==> config.mk <==
export PLATFORM = sky130hd
export DESIGN_NAME = ac_alu_mc_flat
export DESIGN_NICKNAME = d
export VERILOG_FILES = /design/src/rtl/ac_alu_mc_if.sv /design/src/rtl/ac_alu_mc.sv /design/src/flat_wrapper.sv
export SDC_FILE = /design/constraint.sdc
export NUM_CORES = 1
export LEC_CHECK = 0
export BUFFER_PORTS_ARGS = -buffer_cell sky130_fd_sc_hd__buf_2
export CAP_MARGIN = 25
export CELL_PAD_IN_SITES_DETAIL_PLACEMENT = 1
export CELL_PAD_IN_SITES_GLOBAL_PLACEMENT = 1
export CORE_ASPECT_RATIO = 0.75
export CORE_MARGIN = 2
export CORE_UTILIZATION = 51
export DETAILED_ROUTE_END_ITERATION = 7
export GPL_TIMING_DRIVEN = 0
export PLACE_DENSITY = 0.9
export REMOVE_ABC_BUFFERS = 1
export SYNTH_ARGS = -nofsm -noshare
export SYNTH_HDL_FRONTEND = slang
export SYNTH_SLANG_ARGS = --single-unit
==> constraint.sdc <==
create_clock -name clk -period 5.2 [get_ports clk]
set_input_delay 1.56 -clock clk [delete_from_list [all_inputs] [get_ports clk]]
set_output_delay 1.56 -clock clk [all_outputs]
set_load 0.01 [all_outputs]
==> src/rtl/ac_alu_mc_if.sv <==
// ac_alu_mc_if: bus/control bundle between the control unit and the AC/ALU.
//   Build option: none (the ALU_OVF_EN option lives in ac_alu_mc).
//   Ports carried:
//     ac_control  [1:0]   [0] AC source (0 bus, 1 ALU), [1] AC write request
//     alu_control [2:0]   0 ADD, 1 SUB, 2 MUL, 3 DIV, 4 SHR, 5 SHL, 6/7 PASS bus
//     bus_to_ac   DATA_W  bus operand
//     inst_to_alu CONST_W immediate operand / shift amount
//     ac_to_bus   DATA_W  accumulator contents
//     z_flag, busy, done, div_by_zero, ovf   status back to control/branch logic
//   Modports: master = control unit side, slave = ALU side.
interface ac_alu_mc_if #(
  parameter int DATA_W  = 16,
  parameter int CONST_W = 7
);
  logic [1:0]         ac_control;
  logic [2:0]         alu_control;
  logic [DATA_W-1:0]  bus_to_ac;
  logic [CONST_W-1:0] inst_to_alu;
  logic [DATA_W-1:0]  ac_to_bus;
  logic               z_flag;
  logic               busy;
  logic               done;
  logic               div_by_zero;
  logic               ovf;

  modport master (
    output ac_control, alu_control, bus_to_ac, inst_to_alu,
    input  ac_to_bus, z_flag, busy, done, div_by_zero, ovf
  );

  modport slave (
    input  ac_control, alu_control, bus_to_ac, inst_to_alu,
    output ac_to_bus, z_flag, busy, done, div_by_zero, ovf
  );
endinterface

==> src/rtl/ac_alu_mc.sv <==
// ac_alu_mc: accumulator + ALU for the downsampling datapath.
//   ADD/SUB/SHR/SHL/PASS and bus loads complete at the accepting edge.
//   MUL (shift-add) and DIV (restoring) iterate one bit per clock with a
//   busy/done handshake; busy is high for exactly DATA_W cycles.
//   Ports:
//     clk    in  clock, all state on posedge
//     rst_n  in  asynchronous active-low reset
//     io     ac_alu_mc_if.slave (control, operands, ac_to_bus and status flags)
//   Build option: define ALU_OVF_EN to build the overflow indicator
//     (ADD carry, SUB borrow, MUL upper product bits, bits shifted out);
//     otherwise ovf is tied to 0 and no carry/upper-product logic exists.
module ac_alu_mc #(
  parameter int DATA_W  = 16,
  parameter int CONST_W = 7,
  parameter int SHAMT_W = $clog2(DATA_W)
) (
  input logic        clk,
  input logic        rst_n,
  ac_alu_mc_if.slave io
);

  localparam logic [2:0] OP_ADD = 3'd0;
  localparam logic [2:0] OP_SUB = 3'd1;
  localparam logic [2:0] OP_MUL = 3'd2;
  localparam logic [2:0] OP_DIV = 3'd3;
  localparam logic [2:0] OP_SHR = 3'd4;
  localparam logic [2:0] OP_SHL = 3'd5;

  localparam int CNT_W = $clog2(DATA_W);

  // Product register width: the full double-width product is only needed
  // when overflow detection looks at the upper half.
`ifdef ALU_OVF_EN
  localparam int PW = 2 * DATA_W;
`else
  localparam int PW = DATA_W;
`endif

  typedef enum logic {IDLE, RUN} state_t;

  state_t             state;
  logic [DATA_W-1:0]  ac;
  logic               busy_q;
  logic               done_q;
  logic               dbz_q;
  logic [CNT_W-1:0]   cnt;
  logic               is_div;
  logic [PW-1:0]      a_reg;   // multiplicand (shifts left) or dividend/quotient
  logic [DATA_W-1:0]  b_reg;   // multiplier (shifts right) or divisor
  logic [PW-1:0]      p_reg;   // partial product or partial remainder

  logic [DATA_W-1:0]  b_op;
  logic [SHAMT_W-1:0] shamt;
  logic               accept;
  logic               is_mul_req;
  logic               is_div_req;
  logic [DATA_W-1:0]  alu_result;

  logic [PW-1:0]      mul_sum;
  logic [DATA_W:0]    rem_sh;
  logic               div_ge;
  logic [DATA_W-1:0]  rem_next;
  logic [DATA_W-1:0]  quo_next;

  assign b_op       = io.bus_to_ac + DATA_W'(io.inst_to_alu);
  assign shamt      = io.inst_to_alu[SHAMT_W-1:0];
  assign accept     = io.ac_control[1] && (state == IDLE);
  assign is_mul_req = io.ac_control[0] && (io.alu_control == OP_MUL);
  assign is_div_req = io.ac_control[0] && (io.alu_control == OP_DIV);

  always_comb begin
    alu_result = io.bus_to_ac;
    case (io.alu_control)
      OP_ADD:  alu_result = ac + b_op;
      OP_SUB:  alu_result = ac - b_op;
      OP_SHR:  alu_result = io.bus_to_ac >> shamt;
      OP_SHL:  alu_result = io.bus_to_ac << shamt;
      default: alu_result = io.bus_to_ac;
    endcase
  end

  // One iteration of each algorithm; the last iteration's values are also
  // the final result, so ac is written straight from them.
  always_comb begin
    mul_sum  = p_reg + (b_reg[0] ? a_reg : '0);
    rem_sh   = {p_reg[DATA_W-1:0], a_reg[DATA_W-1]};
    div_ge   = rem_sh >= {1'b0, b_reg};
    rem_next = div_ge ? DATA_W'(rem_sh - {1'b0, b_reg}) : rem_sh[DATA_W-1:0];
    quo_next = {a_reg[DATA_W-2:0], div_ge};
  end

  always_ff @(posedge clk or negedge rst_n) begin
    if (!rst_n) begin
      state  <= IDLE;
      ac     <= '0;
      busy_q <= 1'b0;
      done_q <= 1'b0;
      dbz_q  <= 1'b0;
      cnt    <= '0;
      is_div <= 1'b0;
      a_reg  <= '0;
      b_reg  <= '0;
      p_reg  <= '0;
    end else begin
      done_q <= 1'b0;
      case (state)
        IDLE: begin
          if (accept) begin
            dbz_q <= 1'b0;
            if (!io.ac_control[0]) begin
              ac <= io.bus_to_ac;
            end else if (is_div_req && (b_op == '0)) begin
              ac     <= '1;
              dbz_q  <= 1'b1;
              done_q <= 1'b1;
            end else if (is_mul_req || is_div_req) begin
              a_reg  <= PW'(ac);
              b_reg  <= b_op;
              p_reg  <= '0;
              is_div <= is_div_req;
              cnt    <= CNT_W'(DATA_W - 1);
              busy_q <= 1'b1;
              state  <= RUN;
            end else begin
              ac <= alu_result;
            end
          end
        end
        RUN: begin
          if (is_div) begin
            p_reg <= PW'(rem_next);
            a_reg <= PW'(quo_next);
          end else begin
            p_reg <= mul_sum;
            a_reg <= a_reg << 1;
            b_reg <= b_reg >> 1;
          end
          if (cnt == '0) begin
            ac     <= is_div ? quo_next : mul_sum[DATA_W-1:0];
            busy_q <= 1'b0;
            done_q <= 1'b1;
            state  <= IDLE;
          end else begin
            cnt <= cnt - 1'b1;
          end
        end
        default: state <= IDLE;
      endcase
    end
  end

`ifdef ALU_OVF_EN
  logic alu_ovf;
  logic ovf_q;

  // Shift overflow means a 1 left the word: mask out the bits that survive.
  always_comb begin
    alu_ovf = 1'b0;
    if (io.ac_control[0]) begin
      case (io.alu_control)
        OP_ADD:  alu_ovf = alu_result < ac;
        OP_SUB:  alu_ovf = ac < b_op;
        OP_SHR:  alu_ovf = |(io.bus_to_ac & ~({DATA_W{1'b1}} << shamt));
        OP_SHL:  alu_ovf = |(io.bus_to_ac & ~({DATA_W{1'b1}} >> shamt));
        default: alu_ovf = 1'b0;
      endcase
    end
  end

  // MUL leaves ovf alone at acceptance so that ovf and ac change together.
  always_ff @(posedge clk or negedge rst_n) begin
    if (!rst_n) begin
      ovf_q <= 1'b0;
    end else if (accept && !is_mul_req) begin
      ovf_q <= alu_ovf;
    end else if ((state == RUN) && (cnt == '0)) begin
      ovf_q <= is_div ? 1'b0 : |mul_sum[PW-1:DATA_W];
    end
  end

  assign io.ovf = ovf_q;
`else
  assign io.ovf = 1'b0;
`endif

  assign io.ac_to_bus   = ac;
  assign io.z_flag      = (ac == '0);
  assign io.busy        = busy_q;
  assign io.done        = done_q;
  assign io.div_by_zero = dbz_q;

endmodule

==> src/flat_wrapper.sv <==
// flat-port wrapper written by rule: the top's interface ports become plain ports
module ac_alu_mc_flat 
#(
  parameter int DATA_W  = 16,
  parameter int CONST_W = 7,
  parameter int SHAMT_W = $clog2(DATA_W)
)
  (clk, rst_n, io_ac_control, io_alu_control, io_bus_to_ac, io_inst_to_alu, io_ac_to_bus, io_z_flag, io_busy, io_done, io_div_by_zero, io_ovf);
  ac_alu_mc_if #(.DATA_W(DATA_W), .CONST_W(CONST_W)) io_i ();
  input logic clk;
  input logic rst_n;
  input wire logic [$bits(io_i.ac_control)-1:0] io_ac_control;
  input wire logic [$bits(io_i.alu_control)-1:0] io_alu_control;
  input wire logic [$bits(io_i.bus_to_ac)-1:0] io_bus_to_ac;
  input wire logic [$bits(io_i.inst_to_alu)-1:0] io_inst_to_alu;
  output wire logic [$bits(io_i.ac_to_bus)-1:0] io_ac_to_bus;
  output wire logic [$bits(io_i.z_flag)-1:0] io_z_flag;
  output wire logic [$bits(io_i.busy)-1:0] io_busy;
  output wire logic [$bits(io_i.done)-1:0] io_done;
  output wire logic [$bits(io_i.div_by_zero)-1:0] io_div_by_zero;
  output wire logic [$bits(io_i.ovf)-1:0] io_ovf;
  assign io_i.ac_control = io_ac_control;
  assign io_i.alu_control = io_alu_control;
  assign io_i.bus_to_ac = io_bus_to_ac;
  assign io_i.inst_to_alu = io_inst_to_alu;
  assign io_ac_to_bus = io_i.ac_to_bus;
  assign io_z_flag = io_i.z_flag;
  assign io_busy = io_i.busy;
  assign io_done = io_i.done;
  assign io_div_by_zero = io_i.div_by_zero;
  assign io_ovf = io_i.ovf;
  ac_alu_mc #(.DATA_W(DATA_W), .CONST_W(CONST_W), .SHAMT_W(SHAMT_W)) u_core (.clk(clk), .rst_n(rst_n), .io(io_i));
endmodule
==> results.sh, run 1 <==
export IMPL_status="finished, violations left"
export IMPL_violations="setup timing"
export IMPL_syn_area_um2=8400
export IMPL_fin_crit_sh=1.10
export IMPL_clock_latency_ps=330
export IMPL_swShare=0.512
export IMPL_yosysSeqAreaShare=0.218
export IMPL_p_per_area_nw_per_um2=649
export IMPL_p_seq_frac=0.205
export IMPL_grt_use_total=0.383
export IMPL_async_flop_share=1.00
export IMPL_crit_start="io_inst_to_alu[1]"
export IMPL_dr_total_vias=9352
export IMPL_pwr_share_comb=0.695
export IMPL_path_cells="buf_12 > ha_1 > a211o_1 > a21boi_1 > or4_1 > nand3_1 > nand4bb_4 > o21ai_2 > xor2_2 > ha_4 > buf_4 > nand4_1 > a21oi_1 > o211a_1 > or3_1 > nand3_1 > nor4b_1 > a2bb2oi_1"
export IMPL_worstRegToRegCells=11
export IMPL_drt_pass1_iter_count=6
export IMPL_grt_pass1_wl_um=52400
export IMPL_start_kind="input pin"
export IMPL_drt_iter0_drc=1116
export IMPL_cts_tree="built"
export IMPL_numCtsBuffers=9
export IMPL_crit_fanout=42
export IMPL_slew_headroom=0.301
export IMPL_postRouteAntennaNets=0
export IMPL_cp_depth=18
export IMPL_num_io_pins=51
export IMPL_drive_gt1_frac=0.179
export IMPL_multi_input_area_um2=6560
export IMPL_cts_sinks=73
export IMPL_grt_max_degree=57
export IMPL_ys_warn_count=0
export IMPL_max_stage_delay_ps=410
export IMPL_synth_top_area_frac=0.218
export IMPL_grt_pass1_vias=9164
export IMPL_endpoint="u_core.io.ac_to_bus[15]$_DFFE_PN0P_"
export IMPL_finalPower_uw=6390
export IMPL_period_minus_slack_ps=5710
export IMPL_p_leak_uw=0.00435
export IMPL_wl_per_cell_um=27.1
export IMPL_synth_common_cells="nor2_1 (102), nand2_1 (85), a21oi_1 (78)"
export IMPL_tightest_slew_ps=1050
export IMPL_dp_hpwl_um=23900
export IMPL_register_area_um2=1830
export IMPL_clk_path_buf_depth=2
export IMPL_place_gp_congestion=0.978
export IMPL_switching_power_uw=3270
export IMPL_num_rows=40
export IMPL_dp_cells=1267
export IMPL_cts_root_buf="clkbuf_16"
export IMPL_cpMostUsedCell="nand3_1"
export IMPL_viasPerCell=7.15
export IMPL_drt_drc_violations_left=0
export IMPL_io_buffers=49
export IMPL_cp_buffers_inverters=2
export IMPL_r2r_end="u_core.io.ac_to_bus[15]$_DFFE_PN0P_"
export IMPL_die_w_um=152
export IMPL_hp_class="flop to flop"
export IMPL_criticalPathCategory="input pin to flop"
export IMPL_r2r_slack_ps=1180
export IMPL_antenna_cells=0
export IMPL_fmax_ghz=0.175
export IMPL_synth_cells=1063
export IMPL_maxCapViolations=0
export IMPL_fin_worst_skew_ps=8.61
export IMPL_synthFlopType="dfrtp_1"
export IMPL_clockPowerShare=0.099
export IMPL_crit_path_end_kind="flop"
export IMPL_fillers=1901
export IMPL_rr_startpoint="u_core.b_reg[0]$_DFFE_PN0P_"
export IMPL_ys_ff_latch=73
export IMPL_placed_cell_area_um2=8810
export IMPL_cp_arrival_ps=5970
export IMPL_htree_levels=3
export IMPL_synth_distinct_cells=79
export IMPL_path_clk_slew_ps=60
export IMPL_internal_power_uw=3120
export IMPL_synth_edf_count=0
export IMPL_hold_viol=0
export IMPL_rsz0062_at_grt="yes"
export IMPL_yosys_area_top_type="dfrtp_1"
export IMPL_setup_slack_ps=-512
export IMPL_cp_slowest_cell="nand4bb_4"
export IMPL_synth_top_cells_by_area="dfrtp_1 (22%), ha_1 (8.5%), mux2i_1 (7.2%)"
export IMPL_design_die_area_um2=17500
export IMPL_antenna_found_initial=1
export IMPL_finish_instance_area_um2=9840
export IMPL_finalMaxSlewViolations=0
export IMPL_vdd_ir_drop_max_v=0.000343
export IMPL_path_delay_family="simple AND/OR/NAND/NOR gates"
export IMPL_coreArea_um2=16100
export IMPL_area_growth_pct=17.2
export IMPL_initial_utilization=0.523
export IMPL_grt_overflow=0
export IMPL_cts_hold_buffers=0
export IMPL_fin_nets=1184
export IMPL_routed_wl_um=35400
export IMPL_pre_cts_slack_ps=-2130
export IMPL_fin_cells=1308
export IMPL_yosysMostFrequentCell="nor2_1"
export IMPL_synth_area_per_cell_um2=7.90
export IMPL_setup_violations=7
export IMPL_cp_required_ps=5460
export IMPL_die_h_um=115
## per-layer routing
metal / global-route usage / vias up / part of all wire
met5: 0 / - / 0.00034
met4: 0.125 / 2 / 0.045
met3: 0.0991 / 159 / 0.11
met2: 0.599 / 608 / 0.44
met1: 0.523 / 4581 / 0.41
li1: - / 4002 / -
## worst min path at each step
stage / slack (ps) / start / end / cells past startpoint
2_1_floorplan: 450 / u_core.b_reg[10]$_DFFE_PN0P_ / u_core.b_reg[10]$_DFFE_PN0P_ / 2
4_1_cts: 480 / u_core.io.busy$_DFFE_PN0P_ / u_core.io.busy$_DFFE_PN0P_ / 2
3_3_place_gp: 460 / u_core.io.div_by_zero$_DFFE_PN0P_ / u_core.io.div_by_zero$_DFFE_PN0P_ / 2
6_report: 480 / u_core.io.busy$_DFFE_PN0P_ / u_core.io.busy$_DFFE_PN0P_ / 2
3_5_place_dp: 460 / u_core.io.busy$_DFFE_PN0P_ / u_core.io.busy$_DFFE_PN0P_ / 2
5_1_grt: 530 / u_core.io.busy$_DFFE_PN0P_ / u_core.io.busy$_DFFE_PN0P_ / 2
## through the flow
stage               TNS [ps]   util  hold WS [ps]
finish                 -2290  0.612           480
global route           -2840  0.612           526
CTS                    -1840  0.594           480
detailed placement    -48920  0.549           464
global placement      -97410  0.537           461
floorplan              -6600      -           450
## cell type report
class                   instances  area share
multi-input cells             884       0.667
flip-flops and latches         73       0.186
repair buffers                 82      0.0742
well taps                     210      0.0267
clock buffers                  10      0.0243
inverters                      43      0.0164
clock inverters                 6     0.00585
## power groups by stage
stage / clock network, µW / registers [µW] / logic (µW)
final: 636 / 1310 / 4440
after detailed placement: 0 / 1280 / 3910
after global routing: 664 / 1340 / 4800
after CTS: 634 / 1280 / 4090
after global placement: 0 / 1290 / 3570
after floorplan: 0 / 1160 / 2780
## what timing repair did
| item | CTS | global route |
|---|---|---|
| buffers inserted | 13 | 10 |
| pin swaps | 21 | 22 |
| endpoints found under the setup margin | 64 | 10 |
| gates cloned | 1 | 0 |
| resized for setup | 58 | 43 |
## cells in the final DEF (no fill, tap or decap), drive strengths merged, types with 10 or more instances in the layout
master	synthesis	routed
o21ai	89	89
nand2b	13	13
nand2	85	85
xnor2	36	36
o31ai	12	12
nor3	27	27
inv	43	43
o21a	17	17
buf	23	81
ha	57	57
a211oi	17	17
nor2b	13	13
nor4	15	15
nand3	22	22
or2	10	10
o211ai	13	13
a31oi	12	12
or3	10	10
mux2i	60	60
a21o	20	20
xor2	21	21
clkbuf	40	10
dfrtp	73	73
and2	21	21
nor2	102	102
a21oi	78	78
## kinds of logic after synthesis
| group | Yosys count | share of synthesized area |
|---|---|---|
| flip-flops | 73 | 0.218 |
| XOR/XNOR | 57 | 0.0595 |
| buffers and inverters | 106 | 0.0516 |
| AO/OA/AOI/OAI | 341 | 0.269 |
| AND/OR/NAND/NOR | 347 | 0.203 |
| other | 1 | 0.000447 |
| multiplexers | 77 | 0.105 |
| adder cells (fa/ha/maj) | 61 | 0.0945 |
## worst reg2reg max path, delay by kind of cell (launching register included)
family / cells / cell delay, ps
flops: 1 / 620
compound gates: 9 / 2640
fa+ha+maj: 1 / 370
simple gates: 1 / 270
No activity file was read; power rests on OpenSTA's default activity.
==> inputs of run 2 (changes only) <==
--- a/config.mk
+++ b/config.mk
@@ -16,6 +16,7 @@
 export GPL_TIMING_DRIVEN = 0
 export PLACE_DENSITY = 0.9
 export REMOVE_ABC_BUFFERS = 1
+export SKIP_CTS_REPAIR_TIMING = 1
 export SYNTH_ARGS = -nofsm -noshare
 export SYNTH_HDL_FRONTEND = slang
 export SYNTH_SLANG_ARGS = --single-unit
==> run 2 against run 1 <==
  * The flow still finishes with violations (setup timing)
  * Worst hold slack improved by 1.1 ps
  * Die area unchanged
  * Clock skew increased by 2.8 ps
  * Critical path depth decreased by 1
  * Sequential power about the same
  * Global-route usage decreased by 2.7 points
  * Final cell count about the same
  * Sequential share of layout area increased by 0.37 points
  * Highest routed layer is now met4
==> results.sh, run 2 (synthesized netlist as in run 1, its figures left out) <==
export IMPL_status="finished, violations left"
export IMPL_violations="setup timing"
export IMPL_swShare=0.507
export IMPL_finalMaxSlewViolations=0
export IMPL_num_io_pins=51
export IMPL_pwr_share_comb=0.686
export IMPL_drt_iter0_drc=1047
export IMPL_die_w_um=152
export IMPL_tightest_slew_ps=1010
export IMPL_postRouteAntennaNets=0
export IMPL_fin_worst_skew_ps=11.4
export IMPL_wl_per_cell_um=25.3
export IMPL_final_common_cell="nor2_1"
export IMPL_drt_drc_violations_left=0
export IMPL_r2r_slack_ps=1200
export IMPL_start_kind="input pin"
export IMPL_switching_power_uw=3130
export IMPL_hold_viol=0
export IMPL_tns_ps=-2850
export IMPL_p_seq_frac=0.212
export IMPL_antenna_found_initial=1
export IMPL_dp_hpwl_um=23900
export IMPL_cp_required_ps=5400
export IMPL_dr_total_vias=9155
export IMPL_die_h_um=115
export IMPL_fin_cells=1309
export IMPL_place_gp_congestion=0.978
export IMPL_fillers=1946
export IMPL_grt_use_total=0.356
export IMPL_fmax_ghz=0.170
export IMPL_design_die_area_um2=17500
export IMPL_cpMostUsedCell="o21a_1"
export IMPL_maxCapViolations=0
export IMPL_grt_pass1_vias=8776
export IMPL_path_cells="buf_16 > ha_4 > fa_2 > a211o_4 > a2111o_1 > o311ai_4 > xor2_1 > ha_2 > o21a_1 > o21a_1 > o21a_1 > o31a_1 > o41ai_4 > nand2b_4 > mux2i_2 > a211oi_2 > o41a_1"
export IMPL_rsz0062_at_grt="yes"
export IMPL_fin_util=0.600
export IMPL_cts_tree="built"
export IMPL_cts_root_buf="clkbuf_16"
export IMPL_clk_path_buf_depth=2
export IMPL_slew_headroom=0.323
export IMPL_setup_violations=7
export IMPL_placed_cell_area_um2=8810
export IMPL_cts_sinks=73
export IMPL_rr_startpoint="u_core.b_reg[0]$_DFFE_PN0P_"
export IMPL_drive_gt1_frac=0.158
export IMPL_clockPowerShare=0.102
export IMPL_numCtsBuffers=9
export IMPL_cp_arrival_ps=6090
export IMPL_io_buffers=49
export IMPL_final_cell_mix="nor2_1 (101), nand2_1 (85), o21ai_0 (73), a21oi_1 (72), dfrtp_1 (72)"
export IMPL_hp_class="flop to flop"
export IMPL_crit_path_end_kind="flop"
export IMPL_setup_slack_ps=-695
export IMPL_routed_wl_um=33200
export IMPL_dp_cells=1267
export IMPL_cp_buffers_inverters=1
export IMPL_coreArea_um2=16100
export IMPL_max_stage_delay_ps=460
export IMPL_finish_instance_area_um2=9650
export IMPL_grt_max_degree=57
export IMPL_vdd_ir_drop_max_v=0.000342
export IMPL_worstHoldStart="u_core.io.busy$_DFFE_PN0P_"
export IMPL_area_growth_pct=14.9
export IMPL_crit_fanout=5
export IMPL_crit_start="io_inst_to_alu[0]"
export IMPL_drt_pass1_iter_count=7
export IMPL_internal_power_uw=3040
export IMPL_grt_overflow=0
export IMPL_initial_utilization=0.523
export IMPL_period_minus_slack_ps=5900
export IMPL_path_clk_slew_ps=70
export IMPL_criticalPathCategory="input pin to flop"
export IMPL_htree_levels=3
export IMPL_path_delay_family="compound AO/OA/AOI/OAI gates"
export IMPL_num_rows=40
export IMPL_viasPerCell=6.99
export IMPL_cp_slowest_cell="a2111o_1"
export IMPL_grt_pass1_wl_um=49000
export IMPL_p_per_area_nw_per_um2=640
export IMPL_fin_crit_sh=1.13
export IMPL_clock_latency_ps=340
export IMPL_p_leak_uw=0.00430
export IMPL_fin_nets=1184
==> run 2: cell types whose count changed in the layout (fill, tap and decap cells not counted), sizes merged <==
cell / before / now
bufbuf: 1 / 0
diode: 0 / 1
clkbuf: 10 / 12
buf: 81 / 80
==> run 2: layout make-up <==
cell class                      count  area [µm²]  share of cell area
Multi-Input combinational cell    884        6400               0.663
Tap cell                          210         263              0.0272
Clock buffer                       10         239              0.0248
Sequential cell                    73        1830               0.189
Timing Repair Buffer               82         696              0.0721
Antenna cell                        1        2.50            0.000259
Inverter                           43         161              0.0167
Clock inverter                      6        57.6             0.00597
==> run 2: stage by stage <==
| stage | setup WS [ps] | power [µW] | hold WS (ps) |
|---|---|---|---|
| 2_1_floorplan | -528 | 3950 | 450 |
| 3_3_place_gp | -2890 | 4860 | 461 |
| 4_1_cts | -1880 | 5890 | 480 |
| 3_5_place_dp | -2130 | 5190 | 464 |
| 5_1_grt | -768 | 6630 | 527 |
| 6_report | -695 | 6170 | 481 |
==> run 2: metal layers <==
layer | share of wire | up-vias | GRT usage
met2 | 0.44 | 535 | 0.552
li1 | - | 4009 | -
met5 | 0 | - | 0
met1 | 0.42 | 4517 | 0.505
met4 | 0.029 | 0 | 0.0935
met3 | 0.10 | 94 | 0.0822
==> run 2: power by group through the flow <==
stage | sequential, µW | clock, µW | combinational [µW]
floorplan | 1160 | 0 | 2780
global placement | 1290 | 0 | 3570
detailed placement | 1280 | 0 | 3910
CTS | 1280 | 634 | 3970
global route | 1340 | 661 | 4620
finish | 1310 | 632 | 4240
==> run 2: worst register-to-register path, delay by kind of cell (launching register included) <==
kind                       cells  cell delay [ps]
adders and majority gates      2              700
buffers and inverters          1               70
and+or+nand+nor                2              420
AOI/OAI and AO/OA              7             1930
DFF                            1              760
==> run 2: path summary, 6_finish.rpt <==
path | endpoint | cells past startpoint
worst max-delay path | u_core.io.ac_to_bus[14]$_DFFE_PN0P_ | 17
worst min-delay path | u_core.io.busy$_DFFE_PN0P_ | 2
worst max register to register | u_core.p_reg[14]$_DFFE_PN0P_ | 12
worst min register to register | u_core.io.busy$_DFFE_PN0P_ | 2
max in group asynchronous | u_core.b_reg[3]$_DFFE_PN0P_ | 2
min in group asynchronous | u_core.state$_DFF_PN0_ | 1
